[config.mk]
export PLATFORM = sky130hd
export DESIGN_NAME = fetch_unit
export DESIGN_NICKNAME = d
export VERILOG_FILES = /design/src/rtl/mips_defs.sv /design/src/rtl/fetch_next_pc.sv /design/src/rtl/fetch_unit.sv
export SDC_FILE = /design/constraint.sdc
export NUM_CORES = 1
export LEC_CHECK = 0
export CORE_ASPECT_RATIO = 0.8
export CORE_MARGIN = 1.5
export CORE_UTILIZATION = 44
export CTS_BUF_LIST = sky130_fd_sc_hd__clkbuf_16
export CTS_CLUSTER_SIZE = 12
export DETAILED_ROUTE_END_ITERATION = 6
export GPL_ROUTABILITY_DRIVEN = 0
export HOLD_SLACK_MARGIN = 0.02
export PLACE_DENSITY = 0.84
export RECOVER_POWER = 100
export SYNTH_ARGS = -nofsm -noshare
export SYNTH_HDL_FRONTEND = slang
export SYNTH_SLANG_ARGS = --single-unit
[constraint.sdc]
create_clock -name clock -period 3.1 [get_ports clock]
set_input_delay 0.775 -clock clock [delete_from_list [all_inputs] [get_ports clock]]
set_output_delay 0.775 -clock clock [all_outputs]
set_load 0.02 [all_outputs]
[src/rtl/mips_defs.sv]
// mips_defs: shared datapath constants and the IF/ID register layout
package mips_defs;
  localparam int DATA_WIDTH = 32;
  typedef logic [DATA_WIDTH-1:0] word_t;
  localparam word_t NOP_INSTR = 32'h0;
  localparam word_t WORD_BYTES = 32'd4;
  localparam word_t DEFAULT_RESET_PC = 32'h0000_0004;
  localparam word_t DEFAULT_IMEM_SIZE = 32'h0000_0800;
  typedef struct packed {
    word_t instruction;
    word_t pc_plus4;
    logic valid;
  } if_id_t;
  localparam if_id_t BUBBLE = '{instruction: NOP_INSTR, pc_plus4: 32'h0, valid: 1'b0};
endpackage

[src/rtl/fetch_next_pc.sv]
// fetch_next_pc: next-pc selection, bubble decision and misaligned-redirect detection
module fetch_next_pc
  import mips_defs::*;
#(
  parameter word_t RESET_PC = DEFAULT_RESET_PC,
  parameter word_t IMEM_SIZE = DEFAULT_IMEM_SIZE
) (
  input  logic [31:0] pc,
  input  logic        stall,
  input  logic        redirect,
  input  logic [31:0] redirect_target,
  output logic [31:0] next_pc,
  output logic        load_bubble,
  output logic        misaligned
);
  logic [32:0] pc_ext;
  logic [32:0] lo_ext;
  logic [32:0] hi_ext;
  logic        out_of_range;
  assign pc_ext = {1'b0, pc};
  assign lo_ext = {1'b0, RESET_PC};
  assign hi_ext = {1'b0, RESET_PC} + {1'b0, IMEM_SIZE};
  assign out_of_range = (pc_ext < lo_ext) || (pc_ext >= hi_ext);
  assign next_pc = redirect ? {redirect_target[31:2], 2'b00} : stall ? pc : pc + WORD_BYTES;
  assign load_bubble = redirect || (!stall && out_of_range);
  assign misaligned = redirect && (redirect_target[1:0] != 2'b00);
endmodule

[src/rtl/fetch_unit.sv]
// fetch_unit: mips fetch stage holding pc, if/id register, sticky fault and fetch counter
module fetch_unit
  import mips_defs::*;
#(
  parameter word_t RESET_PC = DEFAULT_RESET_PC,
  parameter word_t IMEM_SIZE = DEFAULT_IMEM_SIZE
) (
  input  logic        clock,
  input  logic        reset,
  input  logic        stall,
  input  logic        redirect,
  input  logic [31:0] redirect_target,
  output logic [31:0] imem_address,
  input  logic [31:0] imem_instruction,
  output logic [31:0] pc,
  output logic [31:0] if_id_instruction,
  output logic [31:0] if_id_pc_plus4,
  output logic        if_id_valid,
  output logic        fetch_fault,
  output logic [31:0] fetch_count
);
  if_id_t      if_id;
  logic [31:0] next_pc;
  logic        load_bubble;
  logic        misaligned;
  logic        hold;
  logic        range_fault;
  fetch_next_pc #(.RESET_PC(RESET_PC), .IMEM_SIZE(IMEM_SIZE)) u_next (
    .pc              (pc),
    .stall           (stall),
    .redirect        (redirect),
    .redirect_target (redirect_target),
    .next_pc         (next_pc),
    .load_bubble     (load_bubble),
    .misaligned      (misaligned)
  );
  assign hold = stall && !redirect;
  assign range_fault = load_bubble && !redirect;
  assign imem_address = pc;
  assign if_id_instruction = if_id.instruction;
  assign if_id_pc_plus4 = if_id.pc_plus4;
  assign if_id_valid = if_id.valid;
  always_ff @(posedge clock) begin
    if (reset) begin
      pc <= RESET_PC;
      if_id <= BUBBLE;
      fetch_fault <= 1'b0;
      fetch_count <= 32'h0;
    end else begin
      pc <= next_pc;
      fetch_fault <= fetch_fault || misaligned || range_fault;
      if (!hold) if_id <= load_bubble ? BUBBLE : '{instruction: imem_instruction, pc_plus4: pc + WORD_BYTES, valid: 1'b1};
      if (!hold && !load_bubble) fetch_count <= fetch_count + 32'd1;
    end
  end
endmodule

# Yosys cells after proc, flatten, opt, wreduce, memory -nomap -nowiden

Cells that the tools add are included.

Bits in registers: 130

Muxes and demuxes: 3
Order comparisons: 2
Equality and inequality tests: 1
Reduce and logical (&&, ||, !) cells: 15
Add/subtract/negate cells: 2

Operators with widths:

| kind                  | count |
|---|---|
| $mux 65               | 1 |
| $mux 32               | 2 |
| $add 32x1->32 const B | 1 |
| $add 32x3->32 const B | 1 |
| $ge 32x12->1 const B  | 1 |
| $lt 32x3->1 const B   | 1 |
| $logic_and 1x1->1     | 5 |
| $logic_not 1->1       | 4 |
| $logic_or 1x1->1      | 4 |
| $ne 2x1->1 const B    | 1 |
| $reduce_bool 2->1     | 1 |
| $reduce_or 2->1       | 1 |

# Logic depth before layout (Yosys ltp)

Depth after elaboration: 6
Mapped depth: 9
Mapped depth without buffers: 7

# By module

Synthesis repeated with hierarchy kept, for this count alone.

Cell total of the unflattened synthesis: 811
Area, all modules: 6541.3 um^2

Modules (own cells, without submodules):

| module        | cells each | sequential area each (um^2) | instances | area an instance (um^2) |
|---|---|---|---|---|
| fetch_unit    | 618        | 2602.5                      | 1         | 5397.7 |
| fetch_next_pc | 193        | 0.0                         | 1         | 1143.6 |

# Worst setup path after synthesis

OpenSTA, ideal clock, no wires.

Path type: reg2reg
Start: register pc[2] (netlist: imem_address[2])
End: register fetch_count[29]
Data arrival time: 2.467 ns
Path slack: 0.563 ns
Stages on the path, launching flop included: 9
Path buffers: 1
Cell sequence: dfxtp_1 -> inv_1 -> ha_1 -> nor4b_2 -> a21o_1 -> a2111o_1 -> buf_6 -> or4_1 -> a21oi_1

Longest elaborated chain between the ends: 6

RTL lines:

| item                                        | line                | RTL |
|---|---|---|
| start, declared                             | fetch_unit.sv:15    | `output logic [31:0] pc,` |
| start signal, assigned                      | fetch_unit.sv:50    | `pc <= next_pc;` |
| $lt 32x3->1 or $ge 32x12->1 (tied branches) | fetch_next_pc.sv:23 | `assign out_of_range = (pc_ext < lo_ext) \|\| (pc_ext >= hi_ext);` |
| $logic_or 1x1->1 (*)                        | fetch_next_pc.sv:23 |  |
| $logic_and 1x1->1 (*)                       | fetch_next_pc.sv:25 | `assign load_bubble = redirect \|\| (!stall && out_of_range);` |
| $logic_or 1x1->1 (*)                        | fetch_next_pc.sv:25 |  |
| $logic_not 1->1 (*)                         | fetch_unit.sv:53    | `if (!hold && !load_bubble) fetch_count <= fetch_count + 32'd1;` |
| $logic_and 1x1->1 (*)                       | fetch_unit.sv:53    |  |
| end signal, assigned                        | fetch_unit.sv:53    |  |
| end, declared                               | fetch_unit.sv:20    | `output logic [31:0] fetch_count` |

Every way passes the cells marked *; elsewhere a longest branch is shown, timed or not.
A chain may end at the register's enable or synchronous reset.

# Worst setup path after layout

Start: input port stall
End: register pc[28] (netlist: imem_address[28])

Longest elaborated chain between the ends: 1

RTL lines:

| item                        | line             | RTL |
|---|---|---|
| start, declared             | fetch_unit.sv:10 | `input logic stall,` |
| $ne 2x1->1 (no source line) | -                |  |

Every way passes these cells.

==> results summary <==
A synthesized cell averages just under 9 um2. The arrival time of the worst setup path is 3.13 ns. The detailed-routing iteration count for the pre-antenna-repair pass came out at 5. The clock network latency to the later pin of the worst-skew pair is 0.42 ns. The final-report max-slew violation count is 34.

The flow ran to the end, but the final reports show violations. The clock edge transition at the registers on the reported setup and hold paths came out at approximately 0.06 ns. The post-synthesis cell area came out at about 5700 um2. The analysis attributes to cell leakage a power of 0.00339 uW. Relative to the synthesized area, the layout overhead comes to 47.1%. Dividing the detail-routed via count by the number of cells gives between 5 and 6. The fraction of the mapped netlist area in simple logic gates is 23.6%. The number of cell instances on the worst register-to-register path is 8. Among all cell types in the netlist, the one instantiated most often is sky130_fd_sc_hd__dfxtp_1. The synthesized design contains 0 enable-type register cells. The initial utilization of the core area, before any placement, comes to about 45%.

Of the total power, combinational logic draws 10.1%. The checks that failed: max-capacitance violations, max-slew violations. The initial antenna violation count came out at 0.

The number of buffers added for setup after CTS came out at 0. The detail route stage leaves a number of antenna-violating nets equal to 0. The kind of end point of the critical path is a flop. For this run, the number of Yosys warnings is 0. Per report_power, the sequential group accounts for 41.5% of the total. In this run switching power makes up roughly 26% of total power. The launch point of the worst reg-to-reg path is imem_address[3]$_SDFFE_PP0N_. The endpoint identified for the worst register-to-register timing path is if_id_instruction[14]$_SDFFE_PP0N_. In the final timing run, aggregate negative setup slack is 0 ns. The setup skew after layout came out at 0.0107 ns. After layout, the minimum clock period comes to about 2.8 ns. The first-pass GRT wire length came out at 26.2 mm. The number of global-route vias before repair came out at 5237. Sequential elements use between 40% and 50% of the synthesized area.

The worst-margin pin slew is 1.63 ns. Counting the buffers created by CTS gives 17. The fraction of layout instances using a drive strength above 1 is 5.99%. After floorplanning, the core was divided into 37 placement rows. The worst setup slack for register-to-register paths is roughly 0.42 ns. From bottom edge to top edge, the die measures 105 um. The register area came out at between 2000 and 3000 um2. The fraction of registers with async set or reset after synthesis is 0%.

The pin count of the biggest net entering global routing came out at 53. After synthesis, the netlist uses 49 different library cells. The final route contains 5593 vias.

The compound-gate portion of the synthesized area came out at 16.9%. For hold timing, the worst endpoint is if_id_pc_plus4[18]$_SDFFE_PP0N_. The total net switching power came out at 1060 uW. The clock group share of total power is about half. The area fraction of the dominant cell type after synthesis came out at 44.1%. In this run the most critical hold path is launched from if_id_pc_plus4[18]$_SDFFE_PP0N_. The maximum frequency from static timing analysis came out at roughly 350 MHz. The total overflow left after global routing is 0. STA puts the critical path data required time at approximately 3.4 ns.

Setup violations remaining at the end of the flow were counted as 0. The final cell count without fillers is 1027. In this run, post-CTS hold repair placed 0 buffers. The total inserted antenna cells is 0.

Counting along the longest clock path gives a buffer depth of 2. The total routed wirelength is 16.6 mm. The most instantiated flip-flop cell in the synthesis netlist is sky130_fd_sc_hd__dfxtp_1. The number of instances on the worst hold path is 1. In this run, post-CTS repair resized a total of 0 instances. Counting every sink on the clock net gives 126.

The final layout net count is 911. After detailed routing, the number of remaining DRC violations is 0. The area of the core is 12800 um2. The detailed placement HPWL came out at 11.1 mm.

The synthesized instance count came out at 661. The parity-gate share of the synthesized area counting xor and xnor cells came out at between 5 and 6%. Summed over all instances, the cell type with the most area after synthesis is sky130_fd_sc_hd__dfxtp_1. In this run the count of I/O pins placed on the die edge is 230.

The H-tree level count is 4. The number of I/O port buffers is 223. The fraction of the mapped netlist area in adder cells came out at 0.874%.

The worst path uses between 90% and 100% of the clock period. The power density normalized to cell area is 487 nW/um2. The peak ir drop on the vdd network came out at 0.380 mV. The die extent in x is 131 um.

In this run, the number of DRC markers left after iteration 0 of detailed routing was 364. By area the synthesized netlist is led by sky130_fd_sc_hd__dfxtp_1 (44%), sky130_fd_sc_hd__a22oi_1 (5.5%), sky130_fd_sc_hd__nor2_1 (5.4%). The global router's overall resource usage came out at 24.0%.

The number of placed instances with taps included is 995. The worst setup path is launched from a primary input. The average detailed-routed wire length per instance is approximately 16 um. The tree is rooted in a sky130_fd_sc_hd__clkbuf_16. The multi-input combinational cells in the finished layout cover a total of 2700 um2. The relative slew slack is -8.46%. After synthesis the netlist holds a flip-flop and latch count of 126. TritonCTS built the clock tree.

Setup repair after global routing left no endpoint under its margin. The internal power of the cells totals 3040 uW. By count the netlist is led by sky130_fd_sc_hd__dfxtp_1 (126), sky130_fd_sc_hd__nor2_1 (83), sky130_fd_sc_hd__a22oi_1 (42). The tool flagged a number of max-cap violations equal to 1.

The maximum fanout encountered on the critical timing path came out at 15. The mux share of post-synthesis cell area came out at less than 1%. The final-report hold violation count is 0. The floorplan step defined a die boundary enclosing 13700 um2. The fill cell instance count of the final layout is 1056. The final design utilization came out at 65.9%. The worst hold path class is reg2reg. By area, the combinational part of the netlist is dominated by simple AND/OR/NAND/NOR gates. By startpoint and endpoint, the worst setup path is classified as in2reg.
per-layer routing:
layer | up-vias | share of wire, % | GRT usage (%)
li1 | 2721 | - | -
met1 | 2604 | 44 | 31.5
met2 | 248 | 45 | 36.7
met3 | 20 | 9.5 | 8.96
met4 | 0 | 1.3 | 6.99
met5 | - | 0 | 0
state kept, by name, summed over array words and instances (netlist names):
signal	count
if_id_valid	1
if_id_pc_plus4	30
if_id_instruction	32
imem_address	30
fetch_fault	1
fetch_count	32
worst max-delay path by stage:
stage / from / end / depth (start not counted)
after floorplan: imem_address[2]$_SDFFE_PP1N_ / fetch_count[29]$_SDFFE_PP0P_ / 8
after global placement: redirect / fetch_count[9]$_SDFFE_PP0P_ / 6
after detailed placement: redirect / fetch_count[20]$_SDFFE_PP0P_ / 6
after CTS: imem_address[3]$_SDFFE_PP0N_ / fetch_count[20]$_SDFFE_PP0P_ / 8
after global routing: stall / imem_address[30]$_SDFFE_PP0N_ / 8
final: stall / imem_address[28]$_SDFFE_PP0N_ / 8
cell type report:
| class | instances | share of cell area (%) |
|---|---|---|
| Clock buffer | 17 | 5.05 |
| Sequential cell | 126 | 29.9 |
| Clock inverter | 15 | 1.92 |
| Timing Repair Buffer | 237 | 27.9 |
| Multi-Input combinational cell | 446 | 32.1 |
| Tap cell | 175 | 2.60 |
| Inverter | 11 | 0.490 |
power by group through the flow:
stage / Combinational, uW / Sequential (uW) / Clock, uW
2_1_floorplan: 219 / 1750 / 0
3_3_place_gp: 432 / 1740 / 0
3_5_place_dp: 434 / 1740 / 0
4_1_cts: 438 / 1710 / 2010
5_1_grt: 442 / 1710 / 2100
6_report: 414 / 1700 / 1990
per-stage QoR:
step                      cell area [um2]  hold WS (ns)  setup slack, ns  total power, uW
after CTS                            8470         0.482            0.505             4160
after global routing                 8420         0.492            0.175             4250
after floorplan                      5740         0.559            0.563             1970
after detailed placement             7890         0.466            0.278             2180
final                                8420         0.480            0.277             4100
after global placement               7890         0.464            0.316             2170
cell usage in the layout (no fill, tap or decap), drive strengths merged, types with 4 or more instances in the layout:
cell type      instances
a211oi                22
a21oi                 36
a22oi                 42
and3                  27
buf                    9
clkbuf                23
clkdlybuf4s50         66
clkinvlp               4
conb                   6
dfxtp                126
dlygate4sd3          156
ha                     4
inv                   17
nand2                 33
nand3                 24
nand4                 20
nand4b                 4
nor2                  83
nor2b                  4
nor3                   7
nor4                  13
o21ai                 17
o31ai                 15
or3                   14
or4                   15
xnor2                 10
xor2                  23
critical path, stage by stage:
cell,delay [ns]
sky130_fd_sc_hd__clkdlybuf4s50_1,0.41
sky130_fd_sc_hd__clkbuf_1,0.34
sky130_fd_sc_hd__nand2b_1,0.27
sky130_fd_sc_hd__nor4_1,0.32
sky130_fd_sc_hd__clkbuf_1,0.39
sky130_fd_sc_hd__nand4_1,0.17
sky130_fd_sc_hd__xor2_1,0.18
sky130_fd_sc_hd__a211oi_1,0.27
kinds of logic (layout without fill, tap and decap cells):
family                     after synthesis  count (layout)
and+or+nand+nor                        256             256
AOI/OAI and AO/OA                      144             144
DFF                                    126             126
buffers and inverters                   94             280
xor gates and xnor gates                33              33
adders and majority gates                4               4
muxes                                    3               3
other                                    1               6
Note: power is estimated with default switching activity, not from simulation.
